<file path="src/rtl/queen_pkg.sv">
// Shared types and helpers for the N-Queens search controller.
package queen_pkg;

    localparam int unsigned RW_DFLT = 3;
    localparam int unsigned ABS_W   = 8;

    // Stack word layout: {row, col}
    localparam int unsigned ROW_LSB = RW_DFLT;
    localparam int unsigned COL_LSB = 0;

    typedef enum logic [3:0] {
        IDLE      = 4'd0,
        TRY       = 4'd1,
        PUSH      = 4'd2,
        WAIT_PUSH = 4'd3,
        SOLN      = 4'd4,
        POP       = 4'd5,
        WAIT_POP  = 4'd6,
        DONE      = 4'd7,
        ERR       = 4'd8
    } state_e;

    function automatic logic [ABS_W-1:0] abs_diff(input logic [ABS_W-1:0] a,
                                                  input logic [ABS_W-1:0] b);
        return (a >= b) ? ABS_W'(a - b) : ABS_W'(b - a);
    endfunction

endpackage

</file>
<file path="src/rtl/queen_conflict_check.sv">
// Combinational test: is a queen at (row, col) free of column and diagonal
// conflicts with every queen already placed in rows 0..row-1?
module queen_conflict_check
    import queen_pkg::*;
#(
    parameter int unsigned N  = 8,
    parameter int unsigned RW = RW_DFLT
) (
    input  logic [N*RW-1:0] board_i,
    input  logic [RW-1:0]   row_i,
    input  logic [RW-1:0]   col_i,
    output logic            safe_o
);

    // Differences are taken zero-extended so row - r never wraps for r < row.
    always_comb begin
        safe_o = 1'b1;
        for (int unsigned r = 0; r < N; r++) begin
            if (ABS_W'(r) < ABS_W'(row_i)) begin
                if (board_i[r*RW +: RW] == col_i) begin
                    safe_o = 1'b0;
                end
                if (abs_diff(ABS_W'(board_i[r*RW +: RW]), ABS_W'(col_i)) ==
                    ABS_W'(ABS_W'(row_i) - ABS_W'(r))) begin
                    safe_o = 1'b0;
                end
            end
        end
    end

endmodule

</file>
<file path="src/rtl/queen_backtrack_ctrl.sv">
// Depth-first N-Queens search controller; keeps the placement path on an
// external stack and enumerates every solution.
module queen_backtrack_ctrl
    import queen_pkg::*;
#(
    parameter int unsigned N    = 8,
    parameter int unsigned RW   = RW_DFLT,
    parameter int unsigned DW   = 2*RW,
    parameter int unsigned CNTW = 8
) (
    input  logic            clk,
    input  logic            reset,
    input  logic            start,
    output logic            stk_push,
    output logic            stk_pop,
    output logic [DW-1:0]   stk_din,
    input  logic [DW-1:0]   stk_dout,
    input  logic            stk_ready,
    input  logic            stk_overflow,
    input  logic            stk_underflow,
    output logic            busy,
    output logic            done,
    output logic            error,
    output logic            sol_valid,
    output logic [N*RW-1:0] sol_board,
    output logic [CNTW-1:0] sol_count
);

    localparam int unsigned CW       = RW + 1;
    localparam logic [CW-1:0] COL_END  = CW'(N);
    localparam logic [RW-1:0] ROW_LAST = RW'(N - 1);
    localparam logic [1:0]    HS_SKIP  = 2'd2;

    state_e            state_q, state_d;
    logic [RW-1:0]     row_q, row_d;
    logic [CW-1:0]     col_q, col_d;
    logic [N*RW-1:0]   board_q, board_d;
    logic [1:0]        hs_wait_q, hs_wait_d;
    logic              push_q, push_d;
    logic              pop_q, pop_d;
    logic [DW-1:0]     din_q, din_d;
    logic              busy_q, busy_d;
    logic              done_q, done_d;
    logic              error_q, error_d;
    logic              sol_valid_q, sol_valid_d;
    logic [N*RW-1:0]   sol_board_q, sol_board_d;
    logic [CNTW-1:0]   sol_count_q, sol_count_d;
    logic              safe_c;

    queen_conflict_check #(
        .N  (N),
        .RW (RW)
    ) u_conflict (
        .board_i (board_q),
        .row_i   (row_q),
        .col_i   (col_q[RW-1:0]),
        .safe_o  (safe_c)
    );

    always_ff @(posedge clk or negedge reset) begin
        if (!reset) begin
            state_q     <= IDLE;
            row_q       <= '0;
            col_q       <= '0;
            board_q     <= '0;
            hs_wait_q   <= '0;
            push_q      <= 1'b0;
            pop_q       <= 1'b0;
            din_q       <= '0;
            busy_q      <= 1'b0;
            done_q      <= 1'b0;
            error_q     <= 1'b0;
            sol_valid_q <= 1'b0;
            sol_board_q <= '0;
            sol_count_q <= '0;
        end else begin
            state_q     <= state_d;
            row_q       <= row_d;
            col_q       <= col_d;
            board_q     <= board_d;
            hs_wait_q   <= hs_wait_d;
            push_q      <= push_d;
            pop_q       <= pop_d;
            din_q       <= din_d;
            busy_q      <= busy_d;
            done_q      <= done_d;
            error_q     <= error_d;
            sol_valid_q <= sol_valid_d;
            sol_board_q <= sol_board_d;
            sol_count_q <= sol_count_d;
        end
    end

    // A request is visible the cycle after it is decided; that cycle and the
    // next are skipped before stk_ready is trusted again.
    always_comb begin
        state_d     = state_q;
        row_d       = row_q;
        col_d       = col_q;
        board_d     = board_q;
        hs_wait_d   = hs_wait_q;
        push_d      = 1'b0;
        pop_d       = 1'b0;
        din_d       = din_q;
        busy_d      = busy_q;
        done_d      = done_q;
        error_d     = error_q;
        sol_valid_d = 1'b0;
        sol_board_d = sol_board_q;
        sol_count_d = sol_count_q;

        unique case (state_q)
            IDLE: begin
                if (start) begin
                    done_d      = 1'b0;
                    error_d     = 1'b0;
                    sol_count_d = '0;
                    row_d       = '0;
                    col_d       = '0;
                    busy_d      = 1'b1;
                    state_d     = TRY;
                end
            end
            TRY: begin
                if (col_q == COL_END) begin
                    state_d = (row_q == '0) ? DONE : POP;
                end else if (safe_c) begin
                    board_d[row_q*RW +: RW] = col_q[RW-1:0];
                    din_d   = DW'({row_q, col_q[RW-1:0]});
                    state_d = PUSH;
                end else begin
                    col_d = CW'(col_q + 1'b1);
                end
            end
            PUSH: begin
                if (stk_ready) begin
                    push_d    = 1'b1;
                    hs_wait_d = HS_SKIP;
                    state_d   = WAIT_PUSH;
                end
            end
            WAIT_PUSH: begin
                if (hs_wait_q != '0) begin
                    hs_wait_d = 2'(hs_wait_q - 2'd1);
                end else if (stk_ready) begin
                    if (stk_overflow) begin
                        state_d = ERR;
                    end else if (row_q == ROW_LAST) begin
                        state_d = SOLN;
                    end else begin
                        row_d   = RW'(row_q + 1'b1);
                        col_d   = '0;
                        state_d = TRY;
                    end
                end
            end
            SOLN: begin
                sol_valid_d = 1'b1;
                sol_board_d = board_q;
                if (sol_count_q != '1) begin
                    sol_count_d = CNTW'(sol_count_q + 1'b1);
                end
                state_d = POP;
            end
            POP: begin
                if (stk_ready) begin
                    pop_d     = 1'b1;
                    hs_wait_d = HS_SKIP;
                    state_d   = WAIT_POP;
                end
            end
            WAIT_POP: begin
                if (hs_wait_q != '0) begin
                    hs_wait_d = 2'(hs_wait_q - 2'd1);
                end else if (stk_ready) begin
                    if (stk_underflow) begin
                        state_d = ERR;
                    end else begin
                        // Resume just past the column of the popped queen.
                        row_d   = stk_dout[ROW_LSB +: RW];
                        col_d   = CW'(CW'(stk_dout[COL_LSB +: RW]) + 1'b1);
                        state_d = TRY;
                    end
                end
            end
            DONE: begin
                done_d  = 1'b1;
                busy_d  = 1'b0;
                state_d = IDLE;
            end
            ERR: begin
                error_d = 1'b1;
                busy_d  = 1'b0;
                state_d = IDLE;
            end
            default: begin
                state_d = IDLE;
            end
        endcase
    end

    assign stk_push  = push_q;
    assign stk_pop   = pop_q;
    assign stk_din   = din_q;
    assign busy      = busy_q;
    assign done      = done_q;
    assign error     = error_q;
    assign sol_valid = sol_valid_q;
    assign sol_board = sol_board_q;
    assign sol_count = sol_count_q;

endmodule
</file>
<file path="config.mk">
export PLATFORM = sky130hd
export DESIGN_NAME = queen_backtrack_ctrl
export DESIGN_NICKNAME = d
export VERILOG_FILES = /design/src/rtl/queen_pkg.sv /design/src/rtl/queen_conflict_check.sv /design/src/rtl/queen_backtrack_ctrl.sv
export SDC_FILE = /design/constraint.sdc
export NUM_CORES = 1
export LEC_CHECK = 0
export CAP_MARGIN = 20
export CORE_MARGIN = 8
export CORE_UTILIZATION = 30
export DETAILED_ROUTE_END_ITERATION = 10
export PLACE_DENSITY = 0.56
export SLEW_MARGIN = 20
export SYNTH_ARGS = -nofsm -noshare
export SYNTH_HDL_FRONTEND = slang
export SYNTH_SLANG_ARGS = --single-unit
export TNS_END_PERCENT = 50
</file>
<file path="constraint.sdc">
create_clock -name clk -period 9.3 [get_ports clk]
set_input_delay 1.395 -clock clk [delete_from_list [all_inputs] [get_ports clk]]
set_output_delay 1.395 -clock clk [all_outputs]
set_load 0.05 [all_outputs]
</file>
==> results of run 1 <==
-- sequential cells by signal (all words and copies together), names as in the netlist --
register	count
sol_count	8
stk_push	1
sol_valid	1
stk_din	6
stk_pop	1
busy	1
hs_wait_q	2
board_q	24
state_q	4
done	1
error	1
col_q	4
row_q	3
sol_board	24
-- cell type report --
class                      instances  share of cell area, %
clock buffer                      10                   3.20
clock inverter                     6                  0.664
inverter                          53                   2.78
multi-input combinational        450                   52.1
sequential                        81                   28.3
tap                              270                   4.71
timing repair buffer              60                   8.22
-- path summary, 6_finish.rpt --
path	from	endpoint	slack [ns]
hold reg to reg	hs_wait_q[0]	hs_wait_q[0]	0.48
setup reg to reg	col_q[0]	board_q[21]	4.95
max in group asynchronous	reset	sol_board[4]	7.66
hold / removal	hs_wait_q[0]	hs_wait_q[0]	0.48
min in group asynchronous	reset	sol_board[8]	1.07
setup / recovery	col_q[0]	board_q[21]	4.95
-- synth_stat cells, drive strengths merged (8+ instances only) --
library cell,instances
a21oi,26
a31oi,9
and2,8
and3,16
buf,8
clkbuf,16
dfrtp,81
fa,21
ha,58
inv,52
mux2,46
mux2i,15
nand2,41
nand3,15
nand4,11
nor2,36
nor2b,8
nor3,8
o21ai,27
xnor2,16
xor2,9
-- cell usage in the layout (no fill, tap or decap), types with 3 or more instances in the layout --
master / Yosys / final
o22ai_1: 3 / 3
a211oi_1: 5 / 5
o221ai_1: 4 / 4
inv_6: 0 / 4
ha_1: 58 / 58
o21ai_0: 26 / 26
and4_1: 3 / 3
clkdlybuf4s50_1: 0 / 54
dfrtp_1: 81 / 81
a22oi_1: 3 / 3
nand4_1: 10 / 10
a21oi_1: 26 / 26
nor3_1: 7 / 7
mux2i_1: 15 / 15
mux2_2: 43 / 43
a21o_1: 7 / 7
nor2b_1: 8 / 8
fa_1: 21 / 21
o21a_1: 3 / 3
nand2_1: 40 / 40
a31oi_1: 9 / 9
mux2_4: 3 / 3
and2_1: 8 / 8
nor2_1: 36 / 36
and3_1: 16 / 16
xnor2_1: 16 / 16
clkbuf_16: 0 / 9
buf_4: 1 / 5
xor2_1: 9 / 9
a22o_1: 3 / 3
nand4b_1: 5 / 5
nand3_1: 15 / 15
inv_1: 51 / 51
nand2b_1: 3 / 3
-- critical path, cell delays in order, from the launching register on --
cell	delay, ns
dfrtp_1	0.72
ha_1	0.24
inv_1	0.06
fa_1	0.38
fa_1	0.41
o21ai_0	0.15
o21ai_1	0.11
a211o_1	0.27
o31ai_2	0.09
xnor2_1	0.12
a211oi_1	0.23
and4_1	0.78
nand4b_1	0.33
mux2_2	0.35
-- where the power goes --
part	internal [mW]	leakage (nW)	switching, mW
Clock	0.184	0.134	0.158
Combinational	0.464	1.91	0.679
Sequential	0.407	1.11	0.105
Total	1.05	3.15	0.942
-- per-layer routing --
layer  track usage, %  vias up  part of all wire [%]
met2             20.9       83                    47
met1             16.7     2248                    46
met5                0        -                     0
met3             2.87       13                   5.6
li1                 -     2254                     -
met4             3.86        0                   1.3
-- metrics by stage --
step	total power, mW	area, µm²	std cells
floorplan	1.37	6060	608
finish	2.00	7170	930
CTS	2.01	7160	930
global placement	1.66	6890	914
detailed placement	1.66	6890	914
global route	2.15	7170	930
-- cell families (layout without fill, tap and decap cells) --
kind of cell / count (synthesis) / in the layout / synth area share (%)
AO/OA/AOI/OAI: 119 / 119 / 13.4
flip-flops: 81 / 81 / 33.4
buffers and inverters: 77 / 129 / 5.07
AND/OR/NAND/NOR: 166 / 166 / 14.4
multiplexers: 61 / 61 / 11.2
XOR/XNOR: 25 / 25 / 3.61
adder cells (fa/ha/maj): 79 / 79 / 18.9
==> impl_metrics.env, run 1 <==
export IMPL_status="complete, no violations"
export IMPL_worst_setup_path_end_kind="flop"
export IMPL_sequential_share_of_the_synthesized_area_pct=33.4
export IMPL_die_area_um2=25000
export IMPL_grt_pass1_wl_um=25200
export IMPL_avgViaCountPerCell=4.94
export IMPL_worstPathMaxFanout=17
export IMPL_detailedPlace_worstSlack_ns=4.95
export IMPL_p_per_area_nw_per_um2=279
export IMPL_layout_drive_gt1_share_pct=12.3
export IMPL_synthDominantAreaCellType="dfrtp_1"
export IMPL_synthCells=608
export IMPL_rows=52
export IMPL_pin_count_of_the_biggest_net_entering_global_routing=82
export IMPL_min_delay_path_class="flop to flop"
export IMPL_report_final_hold_viol_count=0
export IMPL_postRouteWirelength_um=15200
export IMPL_crit_path_start_kind="flop"
export IMPL_tns_ns=0
export IMPL_ys_flop_type="dfrtp_1"
export IMPL_initialDrtViolationCount=275
export IMPL_post_route_period_util_pct=46.8
export IMPL_synth_area_leaders="dfrtp_1 33%, ha_1 12%, mux2_2 8.0%"
export IMPL_cts_repair_timing_setup_buffer_count=0
export IMPL_r2r_cells=13
export IMPL_largest_voltage_drop_on_the_vdd_net_mv=0.165
export IMPL_crit_required_ns=9.54
export IMPL_timing_final_setup_violations=0
export IMPL_floorplan_core_area_um2=20000
export IMPL_rsz0062_at_grt="false"
export IMPL_slew_headroom_pct=34.8
export IMPL_synth_edff_count=0
export IMPL_route_vias_total=4598
export IMPL_dpl_hpwl_um=10800
export IMPL_htreeDepth=3
export IMPL_syn_num_nets=699
export IMPL_clockBufferDepth=2
export IMPL_max_clock_freq_ghz=0.230
export IMPL_synth_top_cell_area_share_pct=33.4
export IMPL_hold_path_cell_count=1
export IMPL_drt_antenna_violating_nets=0
export IMPL_cts_root_buffer_type="clkbuf_16"
export IMPL_antenna_found_initial=0
export IMPL_period_minus_slack_ns=4.35
export IMPL_avgSynthCellArea_um2=9.97
export IMPL_tightest_slew_ns=0.978
export IMPL_wl_per_cell_um=16.4
export IMPL_clock_pin_slew_of_the_registers_on_the_worst_case_setup_and_hold_paths_ns=0.07
export IMPL_yosysWarningCount=0
export IMPL_layout_nets=746
export IMPL_p_leak_nw=3.15
export IMPL_n_antenna_cell=0
export IMPL_cts_sink_count=81
export IMPL_globalRoute_totalOverflow=0
export IMPL_post_synth_instance_area_um2=6060
export IMPL_i_o_pins=56
export IMPL_yosys_register_bits=81
export IMPL_grt_use_total_pct=12.9
export IMPL_criticalPathCategory="flop to flop"
export IMPL_cts_made_buffers=9
export IMPL_finClkSkew_ns=0.0112
export IMPL_final_max_slew_viol_count=0
export IMPL_multiInputGateArea_um2=3740
export IMPL_arrival_time_worst_endpoint_ns=4.59
export IMPL_ys_types=70
export IMPL_asyncSetResetFlopFracSynth_pct=100
export IMPL_die_y_um=158
export IMPL_drt_pass1_iterations=4
export IMPL_timing_max_cap_violations=0
export IMPL_final_core_utilization_pct=35.8
export IMPL_post_cts_sizing=0
export IMPL_clk_insertion_delay_late_ns=0.35
export IMPL_via_count_of_the_first_global_routing_pass=4733
export IMPL_remaining_drc_errors=0
export IMPL_hold_slack_final_ns=0.480
export IMPL_areaGrowthSynthToFinish_pct=18.2
export IMPL_postCtsHoldBufs=0
export IMPL_io_buffer_count=55
export IMPL_die_width_um=158
export IMPL_globalplace_congestion=0.823
export IMPL_layout_filler_cells=2105
export IMPL_floorplan_initialDensity_pct=30.3
export IMPL_area_sequential_um2=2030
export IMPL_cts_tree="yes"
export IMPL_timing_final_ws_setup_ns=4.95
(Power assumes the default switching activity.)
==> inputs of run 2 (changes only) <==
clock period = 4.06 ns   (was 9.3 ns; I/O delays follow)
==> run 2 against run 1 <==
Power increased by 140%. Clock-buffer cell count did not move. Setup slack worse by 4.6 ns. Die area did not move. Final area rose by 2.6%. Combinational power rose by 140%. Register-to-register slack lost 4.6 ns. Maximum frequency grew 16%. Via count is 0.33% higher.
==> impl_metrics.env, run 2 (same netlist as run 1, synthesis figures left out) <==
export IMPL_tightest_slew_ns=0.728
export IMPL_r2r_setup_slack_ns=0.30
export IMPL_worstPathMaxFanout=12
export IMPL_detailedPlace_worstSlack_ns=0.120
export IMPL_post_route_period_util_pct=92.6
export IMPL_tns_ns=0
export IMPL_cts_made_buffers=9
export IMPL_cts_root_buffer_type="clkbuf_16"
export IMPL_drt_pass1_iterations=4
export IMPL_areaGrowthSynthToFinish_pct=21.3
export IMPL_timing_max_cap_violations=0
export IMPL_report_final_hold_viol_count=0
export IMPL_timing_final_ws_setup_ns=0.301
export IMPL_finish_cell_count_without_fillers=943
export IMPL_clockBufferDepth=2
export IMPL_n_antenna_cell=0
export IMPL_finClkSkew_ns=0.0108
export IMPL_timing_final_setup_violations=0
export IMPL_remaining_drc_errors=0
export IMPL_initialDrtViolationCount=251
export IMPL_route_vias_total=4613
export IMPL_crit_buf_inv=2
export IMPL_dp_cells=925
export IMPL_crit_required_ns=4.29
export IMPL_postRouteWirelength_um=15300
export IMPL_max_clock_freq_ghz=0.266
export IMPL_placed_area_um2=6970
export IMPL_globalplace_congestion=0.826
export IMPL_rsz0062_at_grt="false"
export IMPL_worst_path_cell_trace="ha_1, inv_1, fa_1, fa_1, o21ai_0, o21ai_1, a211o_1, o31ai_2, xnor2_1, a211oi_1, and4_1, buf_4, nand4_1, mux2_2"
export IMPL_layout_cells_most_common_list="79 x dfrtp_1, 58 x ha_1, 54 x clkdlybuf4s50_1"
export IMPL_r2r_end="board_q[6]"
export IMPL_final_area_um2=7350
export IMPL_critical_path_reg2reg_startpoint="col_q[0]"
export IMPL_io_buffer_count=55
export IMPL_largest_voltage_drop_on_the_vdd_net_mv=0.324
export IMPL_final_max_slew_viol_count=0
export IMPL_r2r_cells=14
export IMPL_i_o_pins=56
export IMPL_die_area_um2=25000
export IMPL_layout_drive_gt1_share_pct=14.6
export IMPL_rows=52
export IMPL_grt_pass1_wl_um=25700
export IMPL_pin_count_of_the_biggest_net_entering_global_routing=56
export IMPL_clk_insertion_delay_late_ns=0.35
export IMPL_clock_pin_slew_of_the_registers_on_the_worst_case_setup_and_hold_paths_ns=0.06
export IMPL_critical_path_top_cell_by_count="fa_1"
export IMPL_postCtsHoldBufs=0
export IMPL_floorplan_core_area_um2=20000
export IMPL_layout_commonest_cell="dfrtp_1"
export IMPL_antenna_found_initial=0
export IMPL_criticalPathCategory="flop to flop"
export IMPL_dpl_hpwl_um=11400
export IMPL_wl_per_cell_um=16.3
export IMPL_cts_sink_count=81
export IMPL_grt_use_total_pct=13.1
export IMPL_globalRoute_totalOverflow=0
export IMPL_avgViaCountPerCell=4.89
export IMPL_cts_tree="yes"
export IMPL_drt_antenna_violating_nets=0
export IMPL_worst_setup_path_end_kind="flop"
export IMPL_layout_nets=759
export IMPL_htreeDepth=3
export IMPL_crit_path_max_incr_delay_ns=0.54
export IMPL_arrival_time_worst_endpoint_ns=3.99
export IMPL_min_delay_path_class="primary input to async pin"
export IMPL_via_count_of_the_first_global_routing_pass=4879
export IMPL_hold_slack_final_ns=0.318
export IMPL_status="complete, no violations"
export IMPL_period_minus_slack_ns=3.76
export IMPL_slowest_stage_cell_cp="dfrtp_2"
export IMPL_floorplan_initialDensity_pct=30.3
export IMPL_p_leak_nw=3.25
export IMPL_p_per_area_nw_per_um2=655
export IMPL_critical_path_top_delay_family="adder cells"
export IMPL_die_width_um=158
export IMPL_crit_path_start_kind="flop"
export IMPL_slew_headroom_pct=51.4
export IMPL_die_y_um=158
run 2: worst register-to-register path, stage by stage (launching register included):
cell and delay [ns]:
dfrtp_2 0.54, ha_1 0.20, inv_1 0.06, fa_1 0.38, fa_1 0.42, o21ai_0 0.16, o21ai_1 0.11, a211o_1 0.28
o31ai_2 0.08, xnor2_1 0.11, a211oi_1 0.24, and4_1 0.33, buf_4 0.20, nand4_1 0.19, mux2_2 0.34
run 2: metal layers:
layer | routed length, µm | global-route usage [%] | vias to the layer above | part of all wire [%]
met2 | 7310 | 21.3 | 73 | 48
met1 | 7270 | 16.9 | 2258 | 47
met3 | 578 | 2.92 | 12 | 3.8
li1 | - | - | 2270 | -
met5 | 0 | 0 | - | 0
met4 | 190 | 3.86 | 0 | 1.2
run 2: repair_timing:
action,CTS,global route
gates resized for setup,0,1
hold endpoints to repair,0,0
endpoints found under the setup margin,0,22
buffers inserted,0,2
run 2: worst max-delay path by stage:
stage	slack [ns]	cells after the start	start	to
after floorplan	0.16	14	col_q[1]	stk_din[3]
after global placement	0.11	14	col_q[0]	board_q[19]
after detailed placement	0.12	14	col_q[0]	board_q[6]
after CTS	0.1	14	col_q[0]	board_q[8]
after global routing	0.08	14	col_q[0]	board_q[7]
final	0.30	14	col_q[0]	board_q[6]
run 2: final cells by class:
type | count | area [µm²]
clock buffers | 10 | 239
repair buffers | 73 | 696
fillers | 2088 | 12700
inverters | 53 | 203
clock inverters | 6 | 114
multi-input cells | 450 | 3740
well taps | 270 | 338
flip-flops and latches | 81 | 2030
run 2: where the power goes:
part	switching, mW	leakage (nW)	internal, mW
clock	0.347	0.165	0.620
combinational	1.63	1.98	1.13
sequential	0.160	1.10	0.935
run 2: through the flow:
step	power (mW)	utilization [%]
floorplan	3.15	-
global placement	3.85	34.8
detailed placement	3.86	34.8
CTS	4.87	36.6
global route	5.22	36.7
finish	4.82	36.7
